**config.mk**
```make
export PLATFORM = sky130hd
export DESIGN_NAME = fft_zero_pad
export DESIGN_NICKNAME = d
export VERILOG_FILES = /design/src/rtl/fft_zero_pad.sv
export SDC_FILE = /design/constraint.sdc
export NUM_CORES = 1
export LEC_CHECK = 0
export ABC_CLOCK_PERIOD_IN_PS = 2650
export CELL_PAD_IN_SITES_DETAIL_PLACEMENT = 2
export CELL_PAD_IN_SITES_GLOBAL_PLACEMENT = 2
export CORE_UTILIZATION = 27
export DETAILED_ROUTE_END_ITERATION = 10
export GPL_TIMING_DRIVEN = 0
export PLACE_DENSITY = 0.81
export REMOVE_ABC_BUFFERS = 1
export SETUP_SLACK_MARGIN = 0.3
export SLEW_MARGIN = 0
export SYNTH_ARGS = -nofsm -noshare
export SYNTH_HDL_FRONTEND = slang
export SYNTH_SLANG_ARGS = --single-unit
```
**constraint.sdc**
```tcl
create_clock -name i_clk -period 2.65 [get_ports i_clk]
set_clock_uncertainty 0.05 [all_clocks]
set_input_delay 0.53 -clock i_clk [delete_from_list [all_inputs] [get_ports i_clk]]
set_output_delay 0.53 -clock i_clk [all_outputs]
set_load 0.1 [all_outputs]
```
**src/rtl/fft_zero_pad.sv**
```systemverilog
// fft_zero_pad: streams a SIZE x SIZE tile in row-major order and re-emits it zero-padded to
// OUT_SIZE x OUT_SIZE (OUT_SIZE = 2*SIZE-1) ahead of the 2-D FFT. It has a single registered
// output stage and valid/ready handshakes on both sides.
module fft_zero_pad #(
  parameter int unsigned  SIZE     = 7,
  parameter int unsigned  DATA_W   = 32,
  localparam int unsigned OUT_SIZE = 2 * SIZE - 1,
  localparam int unsigned IDX_W    = $clog2(OUT_SIZE)
) (
  input  logic              i_clk,
  input  logic              i_rst_n,
  input  logic              i_en,
  input  logic              i_in_valid,
  output logic              o_in_ready,
  input  logic [DATA_W-1:0] i_in_data,
  output logic              o_out_valid,
  input  logic              i_out_ready,
  output logic [DATA_W-1:0] o_out_data,
  output logic [IDX_W-1:0]  o_out_row,
  output logic [IDX_W-1:0]  o_out_col,
  output logic              o_out_last,
  output logic              o_busy,
  output logic              o_frame_done
);

  localparam logic [IDX_W-1:0] LastIdx  = IDX_W'(OUT_SIZE - 1);
  localparam logic [IDX_W-1:0] TileEdge = IDX_W'(SIZE);

  typedef enum logic [0:0] {StIdle, StRun} state_e;

  state_e              r_state;
  logic [IDX_W-1:0]    r_row;
  logic [IDX_W-1:0]    r_col;
  logic                r_out_valid;
  logic [DATA_W-1:0]   r_out_data;
  logic [IDX_W-1:0]    r_out_row;
  logic [IDX_W-1:0]    r_out_col;
  logic                r_out_last;
  logic                r_frame_done;

  logic                w_inside;
  logic                w_slot;
  logic                w_step;
  logic                w_load;
  logic                w_last_pos;

  // Position decode and load qualification for the current cycle.
  always_comb begin
    w_inside   = (r_row < TileEdge) && (r_col < TileEdge);
    // Output register can take a new element when empty or draining this cycle.
    w_slot     = !r_out_valid || i_out_ready;
    w_step     = (r_state == StRun) && i_en && w_slot;
    // Padding positions load a zero without waiting for the upstream side.
    w_load     = w_step && (!w_inside || i_in_valid);
    w_last_pos = (r_row == LastIdx) && (r_col == LastIdx);
  end

  // Frame FSM, position counters and the registered output stage.
  always_ff @(posedge i_clk or negedge i_rst_n) begin
    if (!i_rst_n) begin
      r_state      <= StIdle;
      r_row        <= '0;
      r_col        <= '0;
      r_out_valid  <= 1'b0;
      r_out_data   <= '0;
      r_out_row    <= '0;
      r_out_col    <= '0;
      r_out_last   <= 1'b0;
      r_frame_done <= 1'b0;
    end else begin
      r_frame_done <= r_out_valid && i_out_ready && r_out_last;

      if (w_load) begin
        r_out_valid <= 1'b1;
        r_out_data  <= w_inside ? i_in_data : '0;
        r_out_row   <= r_row;
        r_out_col   <= r_col;
        r_out_last  <= w_last_pos;
      end else if (r_out_valid && i_out_ready) begin
        r_out_valid <= 1'b0;
      end

      case (r_state)
        StIdle: begin
          r_row <= '0;
          r_col <= '0;
          if (i_en) begin
            r_state <= StRun;
          end
        end
        StRun: begin
          if (w_load) begin
            if (w_last_pos) begin
              r_state <= StIdle;
              r_row   <= '0;
              r_col   <= '0;
            end else if (r_col == LastIdx) begin
              r_col <= '0;
              r_row <= r_row + 1'b1;
            end else begin
              r_col <= r_col + 1'b1;
            end
          end
        end
        default: begin
          r_state <= StIdle;
        end
      endcase
    end
  end

  assign o_in_ready   = w_step && w_inside;
  assign o_out_valid  = r_out_valid;
  assign o_out_data   = r_out_data;
  assign o_out_row    = r_out_row;
  assign o_out_col    = r_out_col;
  assign o_out_last   = r_out_last;
  assign o_busy       = (r_state == StRun) || r_out_valid;
  assign o_frame_done = r_frame_done;

endmodule

```
Word-level counts from Yosys, hierarchy flattened
Cells that the tools add are included.
{"block": "totals", "mem_bits_ro": 0, "latch_bits": 0, "elab_cells": 48, "reg_bits": 52, "ram_bits": 0, "memories": 0, "out_inout_bits": 45, "in_bits": 37}
{"block": "op_classes", "reduce_logical": 15, "n_eq_ne": 4, "muxes": 15, "multipliers": 0, "order_cmp": 2, "shift": 0, "add_sub_neg": 2, "div_mod_pow": 0, "bitwise": 1}
{"operator": "2-to-1 mux 32 bit", "n": 1}
{"operator": "2-to-1 mux 4 bit", "n": 6}
{"operator": "one-hot mux 4 bit (2 select lines)", "n": 2}
{"operator": "adder 4 x 1 -> 4 bit (second input constant)", "n": 2}
{"operator": "== test 4 bit (second input constant)", "n": 2}
{"operator": "logical AND 1 bit", "n": 8}
{"operator": "less-than comparator 4 x 3 -> 1 bit (second input constant)", "n": 2}
{"operator": "2-to-1 mux 1 bit", "n": 5}
{"operator": "logical OR 1 bit", "n": 3}
{"operator": "!= test 3 x 1 -> 1 bit (second input constant)", "n": 1}
{"operator": "logical NOT 1 bit", "n": 2}
{"operator": "!= test 2 x 1 -> 1 bit (second input constant)", "n": 1}
{"operator": "one-hot mux 1 bit (2 select lines)", "n": 1}
{"operator": "AND reduction 2 bit", "n": 1}
{"operator": "nonzero test 2 bit", "n": 1}
{"operator": "NOT 1 bit", "n": 1}

Depth between registers and ports, before layout
{"block": "logic_depth", "ltp_word": 7, "mapped_depth": 7, "ltp_nobuf": 6}

Worst setup path before layout
OpenSTA, ideal clock, no wires.
{"block": "synth_path", "path_type": "register to register", "from": "register r_out_valid, in the netlist o_out_valid", "to": "register r_out_data[10], in the netlist o_out_data[10]", "path_slack_ns": -0.966, "stages_incl_launch_ff": 7, "t_required_ns": 2.531, "arrival_ns": 3.497, "synth_period_minus_slack_ns": 3.616, "path_buffers": 2, "setup_time_ns": 0.069, "cell_sequence": "dfrtp_1 nor2b_1 nor4_2 and2_1 buf_4 buf_4 a22o_1"}
{"block": "synth_between", "elab_chain_len": 4}
{"item": "start: declaration", "line_no": "34", "source": "logic r_out_valid;"}
{"item": "start signal: assignment", "line_no": "64", "source": "r_out_valid <= 1'b0;"}
{"item": "start signal: assignment", "line_no": "74", "source": "r_out_valid <= 1'b1;"}
{"item": "start signal: assignment", "line_no": "80", "source": "r_out_valid <= 1'b0;"}
{"item": "logical NOT 1 bit", "line_no": "51", "source": "w_slot = !r_out_valid || i_out_ready;"}
{"item": "logical OR 1 bit", "line_no": "51"}
{"item": "logical AND 1 bit", "line_no": "52", "source": "w_step = (r_state == StRun) && i_en && w_slot;"}
{"item": "logical AND 1 bit", "line_no": "54", "source": "w_load = w_step && (!w_inside || i_in_valid);"}
{"item": "end signal: assignment", "line_no": "75", "source": "r_out_data <= w_inside ? i_in_data : '0;"}
{"item": "end: declaration", "line_no": "35", "source": "logic [DATA_W-1:0] r_out_data;"}
Every way passes these cells.
A chain may end at the register's enable or synchronous reset.

Worst setup path after layout
{"block": "layout_path", "from": "register r_row[0]", "to": "output port o_in_ready"}
{"block": "layout_between", "elab_chain_len": 3}
{"item": "start: declaration", "line_no": "32", "source": "logic [IDX_W-1:0] r_row;"}
{"item": "start signal: assignment", "line_no": "99", "source": "r_row <= r_row + 1'b1;"}
{"item": "less-than comparator 4 x 3 -> 1 bit", "line_no": "49", "source": "w_inside = (r_row < TileEdge) && (r_col < TileEdge);"}
{"item": "logical AND 1 bit", "line_no": "49"}
{"item": "logical AND 1 bit", "line_no": "112", "source": "assign o_in_ready = w_step && w_inside;"}
{"item": "end: declaration", "line_no": "14", "source": "output logic o_in_ready,"}
Every way passes these cells.

==> flow_summary.json <==
{
  "reg2reg_setup_slack_ns": 0.34,
  "async_flop_share_pct": 100,
  "reg2reg_to": "o_out_data[10]",
  "die_h_um": 91.3,
  "slew_violations": 0,
  "ant_nets": 0,
  "combPwrFrac_pct": 30.6,
  "seq_area_frac_synth_pct": 60.5,
  "synth-compound-area-share_pct": 20.5,
  "multi_input_area_um2": 756,
  "synth-simple-area-share_pct": 8.90,
  "syn_area_mm2": 0.00215,
  "cp_top_family": "flip-flops",
  "synth_ff_type": "dfrtp_1",
  "crit_chain": "ha_1 -> a211o_1 -> nor4_4 -> buf_6",
  "cp_max_fo": 4,
  "syn_avg_cell_area_um2": 13.1,
  "ys_ff_latch": 52,
  "worstMarginPinSlew_ns": 1.02,
  "p_sw_share_pct": 37.3,
  "syn_to_final_growth_pct": 46.2,
  "critPathKind": "register to output pin",
  "die-area_mm2": 0.00833,
  "nFillCells": 793,
  "r2r_start": "r_row[0]",
  "yosysWarningCount": 0,
  "dp_cells": 339,
  "synth_xor_area_share_pct": 0,
  "finalSetupViolations": 0,
  "hold_buffers": 0,
  "grt_overflow_total": 0,
  "worstSkewPairLatency_ns": 0.31,
  "power_density_mw_per_mm2": 713,
  "synthAdderAreaFrac_pct": 2.33,
  "grt_pass1_vias": 1825,
  "final_layout_size_suffix_gt1_share_pct": 10.1,
  "cts_buffers": 5,
  "antenna_found_initial": 0,
  "maxCapViolations": 0,
  "first_pass_iters": 4,
  "clock_tree.buffer_depth": 2,
  "finalNonFillerCells": 349,
  "p_int_uw": 1410,
  "vdd_drop_max_mv": 0.267,
  "synth_edf_count": 0,
  "p_sw_uw": 837,
  "grt_pass1_wl_mm": 9.89,
  "drc": 0,
  "path_buf_inv": 1,
  "cts.clk_slew.worst_paths_ns": 0.10,
  "clock-sinks": 52,
  "drt-total-wl_mm": 6.32,
  "synth_top_family_by_area": "compound AO/OA/AOI/OAI gates",
  "tritoncts": "yes",
  "area.sequential_mm2": 0.00130,
  "crit_path_end_kind": "output pin",
  "core_mm2": 0.00773,
  "max_stage_delay_ns": 0.44,
  "start_util_pct": 27.8,
  "grt_max_degree": 33,
  "cellLeakagePower_uw": 0.00158,
  "utilization_pct": 40.7,
  "period_share_pct": 91.8,
  "post-route-min-period_ns": 2.43,
  "ioPinCount": 82,
  "place_congestion": 0.743,
  "fmax_ghz": 0.411,
  "fin_nets": 287,
  "hpwl_mm": 4.39,
  "synth.area.mux_share_pct": 2.50,
  "worst_setup_path_start_kind": "register",
  "rows": 32,
  "rsz0062_at_grt": "yes",
  "vias_per_cell": 4.81,
  "synthCells": 164,
  "num_vias": 1680,
  "yosysUniqueCellTypes": 37,
  "root_buffer": "clkbuf_8",
  "cts_htree_levels": 2,
  "die_width_um": 91.3,
  "initialDrtViolationCount": 48,
  "outcome": "completed",
  "hold_path_class": "primary input to async pin",
  "hold_violations": 0,
  "clkPwrFrac_pct": 27.1,
  "crit_arrival_ns": 1.85,
  "grt_util_all_layers_pct": 15.4,
  "cp_slowest_cell": "dfrtp_1",
  "port_buffers": 81,
  "wl_per_cell_um": 18.1,
  "worstPathRequired_ns": 2.07,
  "relSlewSlack_pct": 32.5,
  "worst_hold_slack_ns": 0.172,
  "antennaDiodeCount": 0,
  "seqPwrFrac_pct": 42.3,
  "ff2ff_path_depth": 5
}
placed cells by master, fill, tap and decap left out, types with 2 or more instances in the layout:
cell type / synthesis / routed
dfrtp_1: 52 / 50
dlygate4sd2_1: 0 / 43
clkdlybuf4s50_1: 0 / 35
a22o_1: 32 / 32
nand2_1: 8 / 8
o21ai_0: 7 / 7
clkbuf_8: 0 / 7
inv_1: 6 / 6
o21ai_1: 6 / 6
ha_1: 4 / 4
nand4_1: 3 / 3
mux2_1: 3 / 3
o211ai_1: 3 / 3
and2_1: 3 / 2
nor2b_1: 2 / 2
or2_2: 1 / 2
and3_1: 2 / 2
nand3_1: 2 / 2
a21oi_1: 2 / 2
mux2i_1: 2 / 2
dfrtp_2: 0 / 2
repair_timing:
item / CTS / global route
pin swaps: 0 / 0
setup endpoints to repair: 80 / 36
hold endpoints to repair: 0 / 0
resized for setup: 58 / 1
buffers inserted: 0 / 1
cloned: 0 / 1
cell type report:
class	instances	share of cell area, %
flip-flops and latches	52	41.4
repair buffers	84	25.7
multi-input cells	97	24.0
well taps	102	4.06
clock buffers	7	3.06
clock inverters	1	0.955
inverters	6	0.716
worst max path at each step:
stage                startpoint       endpoint  depth (start not counted)
global placement     i_in_valid   o_out_row[2]                          4
global route           r_col[0]     o_in_ready                          4
finish                 r_row[0]     o_in_ready                          4
detailed placement         i_en     o_in_ready                          4
floorplan           o_out_valid  o_out_data[0]                          4
CTS                    r_row[0]     o_in_ready                          4
power by group through the flow:
stage	Sequential (µW)	Clock (µW)	Combinational [µW]
final	947	608	687
after global routing	964	656	730
after CTS	950	632	683
after detailed placement	965	0	703
after global placement	955	0	667
after floorplan	1230	0	184
flip-flops by register name (all words and copies together) (netlist names):
name and flops:
o_out_valid 1, o_out_col 4, o_frame_done 1, r_state 1, o_out_last 1, r_row 4
o_out_row 4, o_out_data 32, r_col 4
per-stage QoR:
step	area [µm²]	power, µW	TNS, ns	worst slack [ns]
3_5_place_dp	3040	1670	-10.98	-0.623
4_1_cts	3130	2270	0	0.167
6_report	3150	2240	0	0.218
2_1_floorplan	2060	1410	-43.06	-1.31
3_3_place_gp	3000	1620	-66.39	-0.748
5_1_grt	3150	2350	0	0.145
synthesized netlist by cell type (2+ instances only):
| cell | number | share of area, % |
|---|---|---|
| a21oi_1 | 2 | 0.47 |
| a22o_1 | 32 | 13 |
| and2_1 | 3 | 0.87 |
| and3_1 | 2 | 0.58 |
| buf_4 | 2 | 0.70 |
| buf_6 | 6 | 3.1 |
| dfrtp_1 | 52 | 60 |
| ha_1 | 4 | 2.3 |
| inv_1 | 6 | 1.0 |
| mux2_1 | 3 | 1.6 |
| mux2i_1 | 2 | 0.93 |
| nand2_1 | 8 | 1.4 |
| nand3_1 | 2 | 0.47 |
| nand4_1 | 3 | 0.87 |
| nor2b_1 | 2 | 0.58 |
| o211ai_1 | 3 | 1.0 |
| o21ai_0 | 7 | 1.6 |
| o21ai_1 | 6 | 1.4 |
cell families after synthesis:
logic type / Yosys count
mux: 5
simple gates: 30
fa+ha+maj: 4
buf+inv: 16
flops: 52
compound gates: 57
routing by layer:
metal  GRT usage [%]  share of wire [%]
met5               0                  0
met4            5.42                1.6
met3            4.77                5.1
met2            26.1                 50
met1            18.4                 44
(Power assumes the default switching activity.)
